$ cat config.mk
export PLATFORM = sky130hd
export DESIGN_NAME = ps2_host_tx
export DESIGN_NICKNAME = d
export VERILOG_FILES = /design/src/rtl/ps2_pkg.sv /design/src/rtl/ps2_sync_edge.sv /design/src/rtl/ps2_host_tx.sv
export SDC_FILE = /design/constraint.sdc
export NUM_CORES = 1
export LEC_CHECK = 0
export CAP_MARGIN = 10
export CORE_MARGIN = 5
export CORE_UTILIZATION = 60
export CTS_CLUSTER_SIZE = 10
export DETAILED_ROUTE_END_ITERATION = 8
export PLACE_DENSITY_LB_ADDON = 0.12
export SLEW_MARGIN = 20
export SYNTH_ARGS = -nofsm -noshare
export SYNTH_HDL_FRONTEND = slang
export SYNTH_HIERARCHICAL = 1
export SYNTH_SLANG_ARGS = --single-unit
$ cat constraint.sdc
create_clock -name clk -period 6.16 [get_ports clk]
set_input_delay 0.616 -clock clk [delete_from_list [all_inputs] [get_ports clk]]
set_output_delay 0.616 -clock clk [all_outputs]
set_load 0.05 [all_outputs]
$ cat src/rtl/ps2_pkg.sv
// Shared PS/2 definitions: host transmitter state encoding, command/response bytes, parity helper.
package ps2_pkg;

  typedef enum logic [2:0] {
    StIdle,
    StInhibit,
    StReq,
    StData,
    StStop,
    StAck,
    StWaitIdle,
    StDone
  } ps2_tx_state_e;

  localparam logic [7:0] CMD_SET_LED = 8'hED;
  localparam logic [7:0] CMD_ECHO    = 8'hEE;
  localparam logic [7:0] CMD_ENABLE  = 8'hF4;
  localparam logic [7:0] CMD_RESET   = 8'hFF;
  localparam logic [7:0] RSP_ACK     = 8'hFA;
  localparam logic [7:0] RSP_RESEND  = 8'hFE;

  // Parity bit that makes the 9-bit data+parity word odd.
  function automatic logic odd_parity(input logic [7:0] b);
    return ~^b;
  endfunction

endpackage

$ cat src/rtl/ps2_sync_edge.sv
// Synchronizes the asynchronous PS/2 pins and flags falling edges of ps2_clk.
module ps2_sync_edge (
  input  logic clk,
  input  logic clr,
  input  logic ps2_clk_i,
  input  logic ps2_data_i,
  output logic clk_sync_o,
  output logic data_sync_o,
  output logic fall_o
);

  logic [2:0] clk_sr_q;
  logic [1:0] data_sr_q;

  // Shift pin levels in; reset to idle-high so reset release never looks like a falling edge.
  always_ff @(posedge clk) begin
    if (clr) begin
      clk_sr_q  <= 3'b111;
      data_sr_q <= 2'b11;
    end else begin
      clk_sr_q  <= {clk_sr_q[1:0], ps2_clk_i};
      data_sr_q <= {data_sr_q[0], ps2_data_i};
    end
  end

  assign clk_sync_o  = clk_sr_q[1];
  assign data_sync_o = data_sr_q[1];
  assign fall_o      = clk_sr_q[2] & ~clk_sr_q[1];

endmodule

$ cat src/rtl/ps2_host_tx.sv
// PS/2 host-to-device transmitter: inhibit, request-to-send, 8 data + odd parity + stop,
// then sample the device ACK. Lines are only ever pulled low or released.
module ps2_host_tx
  import ps2_pkg::*;
#(
  parameter int unsigned INHIBIT_CYCLES = 5000,
  parameter int unsigned TIMEOUT_CYCLES = 750000
) (
  input  logic       clk,
  input  logic       clr,
  input  logic       ps2_clk,
  input  logic       ps2_data,
  output logic       ps2_clk_oe,
  output logic       ps2_data_oe,
  input  logic       send,
  input  logic [7:0] tx_data,
  output logic       busy,
  output logic       tx_active,
  output logic       done,
  output logic       err
);

  localparam int unsigned InhW = $clog2(INHIBIT_CYCLES + 1);
  localparam int unsigned ToW  = $clog2(TIMEOUT_CYCLES + 1);

  localparam logic [InhW-1:0] InhLast = InhW'(INHIBIT_CYCLES - 1);
  localparam logic [InhW-1:0] InhPre  = InhW'(INHIBIT_CYCLES - 2);
  localparam logic [ToW-1:0]  ToLast  = ToW'(TIMEOUT_CYCLES - 1);

  ps2_tx_state_e   state_q;
  logic [InhW-1:0] inh_cnt_q;
  logic [ToW-1:0]  to_cnt_q;
  logic [3:0]      bit_cnt_q;
  logic [8:0]      shift_q;

  logic clk_s;
  logic data_s;
  logic fall;
  logic to_hit;

  ps2_sync_edge u_sync (
    .clk        (clk),
    .clr        (clr),
    .ps2_clk_i  (ps2_clk),
    .ps2_data_i (ps2_data),
    .clk_sync_o (clk_s),
    .data_sync_o(data_s),
    .fall_o     (fall)
  );

  assign to_hit    = (to_cnt_q == ToLast);
  assign tx_active = busy;

  // Transfer FSM with registered line enables and status outputs.
  always_ff @(posedge clk) begin
    if (clr) begin
      state_q     <= StIdle;
      ps2_clk_oe  <= 1'b0;
      ps2_data_oe <= 1'b0;
      busy        <= 1'b0;
      done        <= 1'b0;
      err         <= 1'b0;
      inh_cnt_q   <= '0;
      to_cnt_q    <= '0;
      bit_cnt_q   <= '0;
      shift_q     <= '0;
    end else begin
      done <= 1'b0;
      unique case (state_q)
        StIdle: begin
          if (send) begin
            busy       <= 1'b1;
            ps2_clk_oe <= 1'b1;
            shift_q    <= {odd_parity(tx_data), tx_data};
            err        <= 1'b0;
            inh_cnt_q  <= '0;
            state_q    <= StInhibit;
          end
        end
        StInhibit: begin
          // Start bit goes low while the clock is still held, so the device sees RTS on release.
          if (inh_cnt_q == InhPre) ps2_data_oe <= 1'b1;
          if (inh_cnt_q == InhLast) begin
            ps2_clk_oe  <= 1'b0;
            ps2_data_oe <= 1'b1;
            to_cnt_q    <= '0;
            bit_cnt_q   <= '0;
            state_q     <= StReq;
          end else begin
            inh_cnt_q <= inh_cnt_q + 1'b1;
          end
        end
        StReq, StData, StStop, StAck, StWaitIdle: begin
          to_cnt_q <= to_cnt_q + 1'b1;
          // Timeout wins over any edge arriving in the same cycle.
          if (to_hit) begin
            ps2_clk_oe  <= 1'b0;
            ps2_data_oe <= 1'b0;
            err         <= 1'b1;
            done        <= 1'b1;
            state_q     <= StDone;
          end else begin
            unique case (state_q)
              StReq, StData: begin
                if (fall) begin
                  ps2_data_oe <= ~shift_q[0];
                  shift_q     <= {1'b0, shift_q[8:1]};
                  bit_cnt_q   <= bit_cnt_q + 1'b1;
                  state_q     <= (bit_cnt_q == 4'd8) ? StStop : StData;
                end
              end
              StStop: begin
                if (fall) begin
                  ps2_data_oe <= 1'b0;
                  bit_cnt_q   <= bit_cnt_q + 1'b1;
                  state_q     <= StAck;
                end
              end
              StAck: begin
                if (fall) begin
                  err       <= data_s;
                  bit_cnt_q <= bit_cnt_q + 1'b1;
                  state_q   <= StWaitIdle;
                end
              end
              StWaitIdle: begin
                if (clk_s && data_s) begin
                  done    <= 1'b1;
                  state_q <= StDone;
                end
              end
              default: ;
            endcase
          end
        end
        StDone: begin
          busy    <= 1'b0;
          state_q <= StIdle;
        end
        default: state_q <= StIdle;
      endcase
    end
  end

endmodule

==> qor.csv <==
metric,value,unit
crit_family,compound AO/OA/AOI/OAI gates,
final_cells,491,
synth.yosys.seq_area_share,34.9,%
die_w,85.1,um
drive_above_1_share,8.11,%
synth-edff-count,0,
antenna_found_initial,0,
crit_path_start,state_q[2],
status,"finished, final reports clean",
dr_total_vias,3208,
yosys-top-cells-area,"dfxtp_1 (35%), a21oi_1 (5.5%), nand2_1 (4.6%)",
end_kind,register,
rsz0062_at_grt,false,
leakagePower,1.28,nW
setup_ws,3.32,ns
clk_path_buf_depth,2,
syn-cell-area,3380,um^2
async_flop_share,0,%
worstPathRequired,6.40,ns
antennaDiodeCount,0,
avgViaCountPerCell,6.53,
crit_buf_inv,1,
clk_latency,0.34,ns
grt_pass1_vias,2879,
rr_startpoint,state_q[2],
multi_input_area,2060,um^2
core-area,5510,um^2
yosysTopAreaCell,dfxtp_1,
clock_skew,0.00873,ns
reg2reg_depth,5,
peakVddDrop,0.180,mV
hp-start,u_sync/clk_sr_q[0],
syn_inst,406,
holdPathStages,1,
drtIter0Drc,259,
cellPowerDensity,290,nW/um^2
numCtsBuffers,9,
post_cts_buffers,0,
final_core_util,68.2,%
cp_slowest_cell,dfxtp_1,
syn_area_per_cell,8.33,um^2
hpwl,5.59,mm
grt_overflow,0,
cp_cell_sequence,"clkinv_1, and3_1, a21oi_1, nor4_1, o21ba_2",
rrSetupSlack,3.32,ns
area.sequential,1180,um^2
drt_wl_total,8.18,mm
cts_hold_buffers,0,
fill_cells,454,
ys_ff_latch,59,
yosys_warnings,6,
fin_crit_sh,46.1,%
synthFlopType,dfxtp_1,
clkSinkCount,59,
globalRouteTotalUtil,23.6,%
cts_tree,done,
syn_nets,428,
nNetsFinal,437,
setup_viol,0,
grt_max_degree,46,
fp.dieH,85.1,um
start_kind,register,
cts_resized,0,
r2r_end,inh_cnt_q[7],
arrival,3.08,ns
ios,19,
wire_per_inst,16.7,um
ant_nets,0,
clock.fmax,352,MHz
slew_headroom,45.4,%
hold_viol_final,0,
fin_crit,2.84,ns
start_util,61.4,%
fp.dieArea,7240,um^2
clkTransAtPathRegs,0.07,ns
syn2layout_area_growth,11.1,%
drc_errors,0,
max_slew.worst_pin.slew,0.819,ns
gp_congestion,0.934,
cp_max_fo,22,
hp-class,register to register,
synth_top_area_share,34.9,%
max_stage_delay,0.75,ns
hold_end,u_sync/clk_sr_q[1],
timing.setup.tns,0,ns
row_count,27,
placement.io_buffers,18,
dp.cells,476,
grt_pass1_wl,13.9,mm
post-place-ws,3.38,ns
critPathKind,register to register,
slew_violations,0,
clockRootBuffer,clkbuf_8,
drv_cap,0,
first_pass_iters,5,
total_power,0.00109,W
ys_types,68,
cts_max_level,3,
==> power by group <==
| part | leakage, nW | switching [W] | total (W) | internal [W] |
|---|---|---|---|---|
| registers | 0.479 | 0.0000312 | 0.000444 | 0.000413 |
| clock network | 0.0946 | 0.000155 | 0.000336 | 0.000181 |
| logic | 0.702 | 0.000198 | 0.000309 | 0.000111 |
==> how the worst max path moves through the flow <==
| stage | to | depth (start not counted) |
|---|---|---|
| final | inh_cnt_q[7] | 5 |
| after global routing | inh_cnt_q[2] | 5 |
| after CTS | inh_cnt_q[7] | 5 |
| after detailed placement | inh_cnt_q[9] | 5 |
| after global placement | inh_cnt_q[11] | 5 |
| after floorplan | bit_cnt_q[3] | 8 |
==> cell usage after synthesis (3+ instances only) <==
cell type   n
nand2_1    41
or3_1       5
o2111ai_1   5
a21oi_1    37
dfxtp_1    59
nand3_1    20
and4_1      4
nor4b_1     3
buf_2       3
xnor2_1     8
nand4_1     8
nand2b_1    4
o32ai_1     3
xor2_1      6
or2_2       3
or2_1       5
or4_1       6
nor4_4      3
nor3_1     10
o41ai_1     3
o31a_1      3
o211ai_1    8
nor2_1     22
inv_1      10
nor4_1      4
o31ai_1     6
and2_1      9
ha_1        9
and3_1      7
o311ai_0    4
o21ai_0    14
clkbuf_1   17
a311oi_1   12
==> cells by family after synthesis <==
group | count (synthesis) | synth area share (%)
fa+ha+maj | 9 | 3.33
buf+inv | 35 | 4.22
compound gates | 117 | 24.1
xor+xnor | 14 | 3.63
mux | 4 | 1.26
flops | 59 | 34.9
simple gates | 168 | 28.5
==> metrics by stage <==
step / area [um^2] / hold WS [ns]
after floorplan: 3380 / 0.383
after global placement: 3580 / 0.410
after detailed placement: 3580 / 0.408
after CTS: 3760 / 0.420
after global routing: 3760 / 0.440
final: 3760 / 0.412
==> cells in the final DEF, fill, tap and decap left out, drive strengths merged, types with 3 or more instances in the layout <==
cell type / count
a21oi: 37
xor2: 6
clkdlybuf4s50: 18
or4: 6
o32ai: 3
nand2: 42
a311oi: 12
o211ai: 8
and2: 9
inv: 10
o2111ai: 5
ha: 9
clkinv: 6
or2: 8
clkbuf: 9
o31ai: 6
dfxtp: 59
nor4: 7
nand2b: 4
nor3: 10
nand4: 9
nand3: 20
o21ai: 14
nor2: 23
xnor2: 8
o31a: 3
and3: 8
o41ai: 3
nor4b: 3
and4: 4
o311ai: 4
or3: 5
buf: 3
==> state kept, by name, indices dropped and copies added, names as in the netlist <==
name              count
u_sync/clk_sr_q       3
shift_q               9
to_cnt_q             20
ps2_data_oe           1
busy                  1
done                  1
ps2_clk_oe            1
inh_cnt_q            13
bit_cnt_q             4
err                   1
u_sync/data_sr_q      2
state_q               3
==> cell type report <==
| class | instances | area share, % |
|---|---|---|
| Multi-Input combinational cell | 312 | 54.7 |
| Sequential cell | 59 | 31.4 |
| Timing Repair Buffer | 21 | 5.39 |
| Clock buffer | 9 | 3.30 |
| Tap cell | 72 | 2.40 |
| Clock inverter | 6 | 1.53 |
| Inverter | 12 | 1.20 |
==> worst register-to-register path, stage by stage, from the launching register on <==
cell and delay [ns]:
dfxtp_1 0.75, clkinv_1 0.49, and3_1 0.45, a21oi_1 0.72
nor4_1 0.11, o21ba_2 0.22
==> routing by layer <==
metal / wire length [um] / GRT usage [%] / up-vias
met5: 0 / 0 / -
met4: 253 / 11.8 / 0
met3: 582 / 4.66 / 23
met2: 3680 / 35.7 / 128
met1: 3660 / 31.9 / 1498
li1: - / - / 1559
Note: power is estimated with default switching activity, not from simulation.
